`src/rtl/uart_apb_pkg.sv`:
```
// rtl/uart_apb_pkg.sv - state encoding and UART register map shared by the APB initiator
package uart_apb_pkg;

  typedef logic [3:0] apb_state_t;

  localparam int ST_IDLE_BIT   = 0;
  localparam int ST_SETUP_BIT  = 1;
  localparam int ST_ACCESS_BIT = 2;
  localparam int ST_RESP_BIT   = 3;

  localparam apb_state_t ST_IDLE   = 4'b0001;
  localparam apb_state_t ST_SETUP  = 4'b0010;
  localparam apb_state_t ST_ACCESS = 4'b0100;
  localparam apb_state_t ST_RESP   = 4'b1000;

  // Byte offsets of the UART register slave this initiator usually drives.
  localparam logic [7:0] UART_REG_DR  = 8'h00;
  localparam logic [7:0] UART_REG_SR  = 8'h04;
  localparam logic [7:0] UART_REG_CR  = 8'h08;
  localparam logic [7:0] UART_REG_IER = 8'h0C;
  localparam logic [7:0] UART_REG_IIR = 8'h10;
  localparam logic [7:0] UART_REG_LCR = 8'h14;
  localparam logic [7:0] UART_REG_BDR = 8'h18;
  localparam logic [7:0] UART_REG_FCR = 8'h1C;
  localparam logic [7:0] UART_REG_LSR = 8'h20;
  localparam logic [7:0] UART_REG_MDR = 8'h24;

  function automatic logic is_word_aligned(input logic [1:0] addr_lsb);
    return addr_lsb == 2'b00;
  endfunction

endpackage

```
`src/rtl/apb_timeout_cnt.sv`:
```
// rtl/apb_timeout_cnt.sv - ACCESS wait-state counter with expiry flag at TIMEOUT_CYCLES-1
module apb_timeout_cnt #(
  parameter int TIMEOUT_CYCLES = 16
) (
  input  logic apb_clk_in,
  input  logic apb_rstn_in,
  input  logic i_clear,
  input  logic i_enable,
  output logic o_expired
);

  localparam int CNT_W = (TIMEOUT_CYCLES > 1) ? $clog2(TIMEOUT_CYCLES) : 1;
  localparam logic [CNT_W-1:0] CNT_LAST = CNT_W'(TIMEOUT_CYCLES - 1);

  logic [CNT_W-1:0] r_count;

  // Holds at the last value so a non-power-of-two limit never wraps.
  always_ff @(posedge apb_clk_in or negedge apb_rstn_in) begin
    if (!apb_rstn_in) begin
      r_count <= '0;
    end else if (i_clear) begin
      r_count <= '0;
    end else if (i_enable && !o_expired) begin
      r_count <= r_count + CNT_W'(1);
    end
  end

  assign o_expired = (r_count == CNT_LAST);

endmodule

```
`src/rtl/uart_apb_master.sv`:
```
// rtl/uart_apb_master.sv - single-beat command to APB3 transfer initiator with timeout
module uart_apb_master
  import uart_apb_pkg::*;
#(
  parameter int APB_DATA_WIDTH = 32,
  parameter int APB_ADDR_WIDTH = 32,
  parameter int TIMEOUT_CYCLES = 16
) (
  input  logic                        apb_clk_in,
  input  logic                        apb_rstn_in,
  input  logic                        cmd_valid_in,
  output logic                        cmd_ready_out,
  input  logic                        cmd_write_in,
  input  logic [APB_ADDR_WIDTH-1:0]   cmd_addr_in,
  input  logic [APB_DATA_WIDTH-1:0]   cmd_wdata_in,
  input  logic [APB_DATA_WIDTH/8-1:0] cmd_strb_in,
  output logic                        rsp_valid_out,
  input  logic                        rsp_ready_in,
  output logic [APB_DATA_WIDTH-1:0]   rsp_rdata_out,
  output logic                        rsp_err_out,
  output logic                        rsp_timeout_out,
  output logic [APB_ADDR_WIDTH-1:0]   apb_addr_out,
  output logic [APB_DATA_WIDTH-1:0]   apb_wdata_out,
  output logic [APB_DATA_WIDTH/8-1:0] apb_strb_out,
  output logic                        apb_write_out,
  output logic                        apb_psel_out,
  output logic                        apb_penable_out,
  input  logic [APB_DATA_WIDTH-1:0]   apb_rdata_in,
  input  logic                        apb_ready_in,
  input  logic                        apb_slverr_in
);

  localparam int STRB_W = APB_DATA_WIDTH / 8;

  apb_state_t                r_state;
  apb_state_t                w_state_nxt;
  logic                      w_accept;
  logic                      w_aligned;
  logic                      w_expired;
  logic                      w_cnt_clear;
  logic                      w_cnt_enable;
  logic                      w_psel_nxt;
  logic                      w_penable_nxt;
  logic                      r_psel;
  logic                      r_penable;
  logic [APB_ADDR_WIDTH-1:0] r_apb_addr;
  logic [APB_DATA_WIDTH-1:0] r_apb_wdata;
  logic [STRB_W-1:0]         r_apb_strb;
  logic                      r_apb_write;
  logic [APB_DATA_WIDTH-1:0] r_rsp_rdata;
  logic                      r_rsp_err;
  logic                      r_rsp_timeout;

  assign w_accept  = r_state[ST_IDLE_BIT] & cmd_valid_in;
  assign w_aligned = is_word_aligned(cmd_addr_in[1:0]);

  always_ff @(posedge apb_clk_in or negedge apb_rstn_in) begin
    if (!apb_rstn_in) begin
      r_state <= ST_IDLE;
    end else begin
      r_state <= w_state_nxt;
    end
  end

  always_comb begin
    w_state_nxt = r_state;
    case (r_state)
      ST_IDLE:   if (cmd_valid_in) w_state_nxt = w_aligned ? ST_SETUP : ST_RESP;
      ST_SETUP:  w_state_nxt = ST_ACCESS;
      ST_ACCESS: if (apb_ready_in || w_expired) w_state_nxt = ST_RESP;
      ST_RESP:   if (rsp_ready_in) w_state_nxt = ST_IDLE;
      default:   w_state_nxt = ST_IDLE;
    endcase
  end

  // psel/penable come from the next state so they leave flops, not state decode.
  always_comb begin
    w_psel_nxt    = (w_state_nxt == ST_SETUP) || (w_state_nxt == ST_ACCESS);
    w_penable_nxt = (w_state_nxt == ST_ACCESS);
    w_cnt_clear   = r_state[ST_SETUP_BIT];
    w_cnt_enable  = r_state[ST_ACCESS_BIT] & ~apb_ready_in;
  end

  always_ff @(posedge apb_clk_in or negedge apb_rstn_in) begin
    if (!apb_rstn_in) begin
      r_psel    <= 1'b0;
      r_penable <= 1'b0;
    end else begin
      r_psel    <= w_psel_nxt;
      r_penable <= w_penable_nxt;
    end
  end

  apb_timeout_cnt #(
    .TIMEOUT_CYCLES (TIMEOUT_CYCLES)
  ) u_timeout_cnt (
    .apb_clk_in  (apb_clk_in),
    .apb_rstn_in (apb_rstn_in),
    .i_clear     (w_cnt_clear),
    .i_enable    (w_cnt_enable),
    .o_expired   (w_expired)
  );

  always_ff @(posedge apb_clk_in or negedge apb_rstn_in) begin
    if (!apb_rstn_in) begin
      r_apb_addr  <= '0;
      r_apb_wdata <= '0;
      r_apb_strb  <= '0;
      r_apb_write <= 1'b0;
    end else if (w_accept) begin
      r_apb_addr  <= cmd_addr_in;
      r_apb_wdata <= cmd_wdata_in;
      r_apb_strb  <= cmd_write_in ? cmd_strb_in : '0;
      r_apb_write <= cmd_write_in;
    end
  end

  // Ready has priority over expiry when both land on the same edge.
  always_ff @(posedge apb_clk_in or negedge apb_rstn_in) begin
    if (!apb_rstn_in) begin
      r_rsp_rdata   <= '0;
      r_rsp_err     <= 1'b0;
      r_rsp_timeout <= 1'b0;
    end else if (w_accept && !w_aligned) begin
      r_rsp_rdata   <= '0;
      r_rsp_err     <= 1'b1;
      r_rsp_timeout <= 1'b0;
    end else if (r_state[ST_ACCESS_BIT] && apb_ready_in) begin
      r_rsp_rdata   <= r_apb_write ? '0 : apb_rdata_in;
      r_rsp_err     <= apb_slverr_in;
      r_rsp_timeout <= 1'b0;
    end else if (r_state[ST_ACCESS_BIT] && w_expired) begin
      r_rsp_rdata   <= '0;
      r_rsp_err     <= 1'b1;
      r_rsp_timeout <= 1'b1;
    end else if (r_state[ST_RESP_BIT] && rsp_ready_in) begin
      r_rsp_rdata   <= '0;
      r_rsp_err     <= 1'b0;
      r_rsp_timeout <= 1'b0;
    end
  end

  assign cmd_ready_out   = r_state[ST_IDLE_BIT];
  assign rsp_valid_out   = r_state[ST_RESP_BIT];
  assign rsp_rdata_out   = r_rsp_rdata;
  assign rsp_err_out     = r_rsp_err;
  assign rsp_timeout_out = r_rsp_timeout;
  assign apb_addr_out    = r_apb_addr;
  assign apb_wdata_out   = r_apb_wdata;
  assign apb_strb_out    = r_apb_strb;
  assign apb_write_out   = r_apb_write;
  assign apb_psel_out    = r_psel;
  assign apb_penable_out = r_penable;

endmodule

```
`config.mk`:
```
export PLATFORM = sky130hd
export DESIGN_NAME = uart_apb_master
export DESIGN_NICKNAME = d
export VERILOG_FILES = /design/src/rtl/uart_apb_pkg.sv /design/src/rtl/apb_timeout_cnt.sv /design/src/rtl/uart_apb_master.sv
export SDC_FILE = /design/constraint.sdc
export NUM_CORES = 1
export LEC_CHECK = 0
export ABC_AREA = 1
export CAP_MARGIN = 25
export CORE_UTILIZATION = 41
export CTS_CLUSTER_SIZE = 16
export DETAILED_ROUTE_END_ITERATION = 6
export GPL_TIMING_DRIVEN = 0
export PLACE_DENSITY = 0.86
export SYNTH_ARGS = -nofsm -noshare
export SYNTH_HDL_FRONTEND = slang
export SYNTH_SLANG_ARGS = --single-unit
```
`constraint.sdc`:
```
create_clock -name apb_clk_in -period 1.5 [get_ports apb_clk_in]
set_input_delay 0.3 -clock apb_clk_in [delete_from_list [all_inputs] [get_ports apb_clk_in]]
set_output_delay 0.3 -clock apb_clk_in [all_outputs]
set_load 0.01 [all_outputs]
```
* After elaboration in Yosys (flattened, before gate mapping)
Cells that the tools add are included.
** Storage, ports and cells
- RAM bits :: 0
- Output and inout port bits :: 107
- Memories :: 0
- Bits in read-only memories :: 0
- Bits in latches :: 0
- Input bits :: 107
- Register bits :: 113
- Word-level logic and storage cells :: 53
** Operators by class
- Add/subtract/negate cells :: 1
- Divide/modulo/power cells :: 0
- Bitwise logic cells :: 3
- Eq/ne operators :: 7
- Magnitude comparators :: 0
- Mux-type cells :: 19
- Multiply operators :: 0
- Shift-type cells :: 0
- Reduce and logical (&&, ||, !) cells :: 12
** Operators by type and width (count)
- $mux W32 :: 5
- $mux W4 :: 7
- $pmux W4 S4 :: 1
- $eq A4 B2 Y1 const B :: 2
- $eq A4 B3 Y1 const B :: 2
- $eq A4 B4 Y1 const B :: 2
- $mux W1 :: 6
- $logic_and A1 B1 Y1 :: 5
- $add A4 B1 Y4 const B :: 1
- $eq A4 B1 Y1 const B :: 1
- $reduce_bool A4 Y1 :: 1
- $and A1 B1 Y1 :: 2
- $logic_not A1 Y1 :: 2
- $logic_not A2 Y1 :: 1
- $logic_or A1 B1 Y1 :: 2
- $reduce_bool A2 Y1 :: 1
- $not A1 Y1 :: 1

* Depth between registers and ports, before layout
- Depth after elaboration :: 6
- Mapped depth :: 7
- Depth with buffers taken out :: 7

* Cells and area by module
A second synthesis with hierarchy kept.
** Second synthesis, totals
- Cells, all modules :: 530
- Area total of the unflattened synthesis :: 4752.1 µm²
** By module, submodules not included
- uart_apb_master :: times used 1, area an instance 4526.8 µm², cells each 501
- apb_timeout_cnt :: times used 1, area an instance 225.2 µm², cells each 29

* Least setup slack after synthesis
No wires, ideal clock.
- Path type :: register to register
- From :: reg u_timeout_cnt.r_count[0]
- To :: reg r_rsp_rdata[10], in the netlist rsp_rdata_out[10]
- Period minus slack after synthesis :: 1.266 ns
- Arrival :: 1.148 ns
- Path buffers :: 1
- Setup time :: 0.118 ns
- Data required time :: 1.382 ns
- Path slack :: 0.234 ns
- Cell stages (with the launch flop) :: 8
- Cell sequence :: dfrtp_1 > ha_1 > nand2_1 > nor2_1 > nand2_2 > buf_6 > nand3_1 > nand2_1
** On the way
- Word-level cells in the longest chain between the ends :: 5
- Elaborated cells between the ends (all ways) :: 6
- Those cells by class :: eq/ne: 1; mux: 3; reduce/logical: 2
** RTL lines
- start: declaration :: RTL line apb_timeout_cnt.sv:15 : logic [CNT_W-1:0] r_count;
- start signal: assignment :: RTL line apb_timeout_cnt.sv:24 : r_count <= r_count + CNT_W'(1);
- $eq A4 B4 Y1 * :: RTL line apb_timeout_cnt.sv:28 : assign o_expired = (r_count == CNT_LAST);
- $logic_and A1 B1 Y1 * :: RTL line uart_apb_master.sv:132 : end else if (r_state[ST_ACCESS_BIT] && w_expired) begin
- $mux W32 :: RTL line uart_apb_master.sv:132
- $mux W32 :: RTL line uart_apb_master.sv:128 : end else if (r_state[ST_ACCESS_BIT] && apb_ready_in) begin
- $mux W32 :: RTL line uart_apb_master.sv:124 : end else if (w_accept && !w_aligned) begin
- end signal: assignment :: RTL line uart_apb_master.sv:129 : r_rsp_rdata <= r_apb_write ? '0 : apb_rdata_in;
- end: declaration :: RTL line uart_apb_master.sv:50 : logic [APB_DATA_WIDTH-1:0] r_rsp_rdata;
Every way passes the cells marked *; elsewhere a longest branch is shown, timed or not.
A chain may end at the register's enable or synchronous reset.

* Worst setup path in the final report
- From :: reg r_state[0]
- To :: reg r_rsp_rdata[30], in the netlist rsp_rdata_out[30]
** On the way
- Word-level cells in the longest chain between the ends :: 3
- Elaborated cells between the ends (all ways) :: 4
- Those cells by class :: mux: 1; bitwise: 1; reduce/logical: 2
** RTL lines
- start: declaration :: RTL line uart_apb_master.sv:35 : apb_state_t r_state;
- start signal: assignment :: RTL line uart_apb_master.sv:61 : r_state <= w_state_nxt;
- $and A1 B1 Y1 * :: RTL line uart_apb_master.sv:54 : assign w_accept = r_state[ST_IDLE_BIT] & cmd_valid_in;
- $logic_and A1 B1 Y1 * :: RTL line uart_apb_master.sv:124
- $reduce_bool A4 Y1 (no source line) / $mux W32 (equally long branches)
Marks and branches as above.

==> impl_metrics.json <==
{
  "power_frac_clock": 0.327,
  "worstPathRequired_ns": 1.78,
  "die_h_um": 108.6,
  "routed_wl_um": 13930,
  "slowest_stage": "dfstp_2",
  "wl_per_cell_um": 15.21,
  "drt-vias-per-instance": 4.926,
  "fin_skew_ns": 0.009062,
  "p_int_mw": 8.647,
  "min_path_cells": 3,
  "power.net_switching_mw": 4.244,
  "firstDrtPassIters": 5,
  "dieArea_sq_mm": 0.01179,
  "yosys_warnings": 0,
  "synth-seq-cells": 113,
  "r2r_end": "rsp_rdata_out[30]",
  "start_util": 0.4259,
  "critPathMaxFanout": 10,
  "worstHoldEndpoint": "apb_addr_out[6]",
  "clk_pin_slew_worst_paths_ns": 0.06,
  "synthCells": 528,
  "io_pins": 214,
  "mostFrequentLayoutCells": "nand2_1 (268), dfrtp_1 (112), dlygate4sd2_1 (106), clkdlybuf4s50_1 (105), nand3_1 (41)",
  "critPathTopFamily": "flip-flops",
  "end_kind": "flop",
  "reg2reg_from": "r_state[0]",
  "tightest_slew_ns": 0.7499,
  "synth_nets": 636,
  "cts.path.max_buffers": 2,
  "synthTopCellsByArea": "dfrtp_1 (60%), nand2_1 (22%), nand4_1 (4.7%)",
  "insertedDiodeCount": 0,
  "min-delay-start": "cmd_addr_in[6]",
  "grt_pass1_vias": 4685,
  "start_kind": "flop",
  "cap_violations": 0,
  "dpl.hpwl_um": 10050,
  "hp-class": "primary input to flop",
  "syn_avg_cell_area_sq_um": 8.820,
  "final-hold-violation-count": 0,
  "track_usage": 0.2476,
  "grt_pass1_wl_um": 22250,
  "drc": 0,
  "cts_tree": "yes",
  "ant_nets": 0,
  "overflow": 0,
  "placementRows": 38,
  "yosysTopAreaCellShare": 0.6018,
  "drive_above_1_share": 0.08376,
  "path_class": "flop to flop",
  "cp_slowest_stage_delay_ns": 0.56,
  "clock.fmax_mhz": 705.0,
  "finalWorstPathRequiredPeriod_ns": 1.418,
  "outcome": "finished clean",
  "clk_latency_ns": 0.41,
  "port_buffers": 213,
  "fp.coreArea_sq_mm": 0.01094,
  "ys_seq_area_frac": 0.6075,
  "area_delta_synth_final_pct": 61.10,
  "cts_root_buffer": "clkbuf_16",
  "p_per_area_mw_per_mm2": 1718,
  "reg2reg_depth": 6,
  "initialDrtViolationCount": 353,
  "fin_area_sq_mm": 0.007502,
  "synth.distinct_cells": 18,
  "swShare": 0.3292,
  "cp.arrival_ns": 1.70,
  "ff2ff_setup_slack_ns": 0.08,
  "synth_area_leader_cell": "dfrtp_1",
  "syn_area_sq_mm": 0.004657,
  "die_w_um": 108.6,
  "path_cells": "nand2_2 > nor2_4 > inv_2 > buf_2 > nand4_1 > nand2_1",
  "fin_crit_sh": 0.9456,
  "place_area_sq_mm": 0.006989,
  "layout.nets": 871,
  "num_vias": 4512,
  "final_common_cell": "nand2_1",
  "antenna_found_initial": 0,
  "setup_viol": 0,
  "power.sequential.fraction": 0.353,
  "p_leak_nw": 4.140,
  "grt_max_degree": 59,
  "clock-sinks": 113,
  "finalMaxSlewViolations": 0,
  "h-tree-depth": 4,
  "critPathBufInv": 2,
  "combPwrFrac": 0.320,
  "place_congestion": 0.8901,
  "total_power_mw": 12.89,
  "cts_buffers": 17,
  "ir_drop_uv": 1098,
  "slew_headroom": 0.5001
}
==> tightest hold or removal path, cell delays in order <==
cell and delay [ns]:
clkdlybuf4s50_1 0.39, nand2_1 0.06, nand2_1 0.04
==> worst max-delay path by stage <==
stage	startpoint	slack (ns)	endpoint	cells past startpoint
3_5_place_dp	cmd_valid_in	-0.30	apb_wdata_out[3]	6
4_1_cts	u_timeout_cnt.r_count[0]	0.02	rsp_rdata_out[9]	7
3_3_place_gp	apb_rstn_in	-4.05	apb_wdata_out[9]	1
6_report	r_state[0]	0.08	rsp_rdata_out[30]	6
2_1_floorplan	u_timeout_cnt.r_count[0]	0.23	rsp_rdata_out[10]	7
5_1_grt	u_timeout_cnt.r_count[0]	-0.02	rsp_rdata_out[27]	7
==> synth_stat cells <==
cell type	count
buf_2	9
buf_4	3
buf_6	9
clkbuf_1	9
dfrtp_1	112
dfstp_2	1
ha_1	1
inv_1	13
inv_2	2
nand2_1	268
nand2_2	2
nand3_1	41
nand4_1	35
nor2_1	13
nor2_2	1
nor2_4	2
o21ai_0	6
or2_2	1
==> state kept, by name, summed over array words and instances (netlist names) <==
signal,cells
u_timeout_cnt.r_count,4
apb_psel_out,1
apb_penable_out,1
apb_addr_out,32
apb_wdata_out,32
rsp_timeout_out,1
apb_write_out,1
rsp_err_out,1
r_state,4
rsp_rdata_out,32
apb_strb_out,4
==> metal layers <==
metal	part of all wire	GRT usage	vias to the layer above
li1	-	-	2161
met1	0.39	0.2762	2133
met2	0.50	0.4263	201
met3	0.096	0.09343	17
met4	0.016	0.09556	0
met5	0	0	-
==> logic make-up (layout without fill, tap and decap cells) <==
kind of cell,after synthesis,after routing,share of synthesized area
AOI/OAI and AO/OA,6,6,0.006448
adders and majority gates,1,1,0.002686
buffers and inverters,45,293,0.05562
DFF,113,113,0.6075
and+or+nand+nor,363,363,0.3278
==> final cells by class <==
cell class,count,area [sq um]
fillers,852,3433
inverters,15,56.30
plain buffers,30,202.7
repair buffers,216,2037
well taps,140,175.2
clock inverters,11,160.2
clock buffers,21,460.4
multi-input cells,370,1582
flip-flops and latches,113,2829
==> repair_timing <==
item / in CTS / in global routing
resized for setup: 110 / 3
endpoints found under the setup margin: 107 / 31
buffers inserted: 0 / 1
hold buffers: 1 / 0
cloned: 0 / 0
endpoints found under the hold margin: 55 / 0
pin swaps: 0 / 1
==> through the flow <==
stage / setup slack [ns] / utilization / hold slack (ns) / TNS, ns / cells
final: 0.08164 / 0.6860 / 0.4200 / 0 / 916
after detailed placement: -0.3018 / 0.6391 / 0.4127 / -20.24 / 882
after global placement: -4.048 / 0.6368 / 0.4604 / -472.38 / 881
after CTS: 0.02349 / 0.6842 / 0.4113 / 0 / 915
after floorplan: 0.2336 / - / 0.004409 / 0 / 528
after global routing: -0.02245 / 0.6860 / 0.4325 / -0.1938 / 916
==> power groups by stage <==
stage               Clock, mW  Sequential, mW  Combinational, mW
finish                   4.21            4.55               4.13
global route             4.42            4.66               4.56
CTS                      4.29            4.54               4.17
detailed placement          0            4.61               4.77
global placement            0            4.55               4.63
floorplan                   0            5.00               1.55
Power figures use the tool's default switching activity.
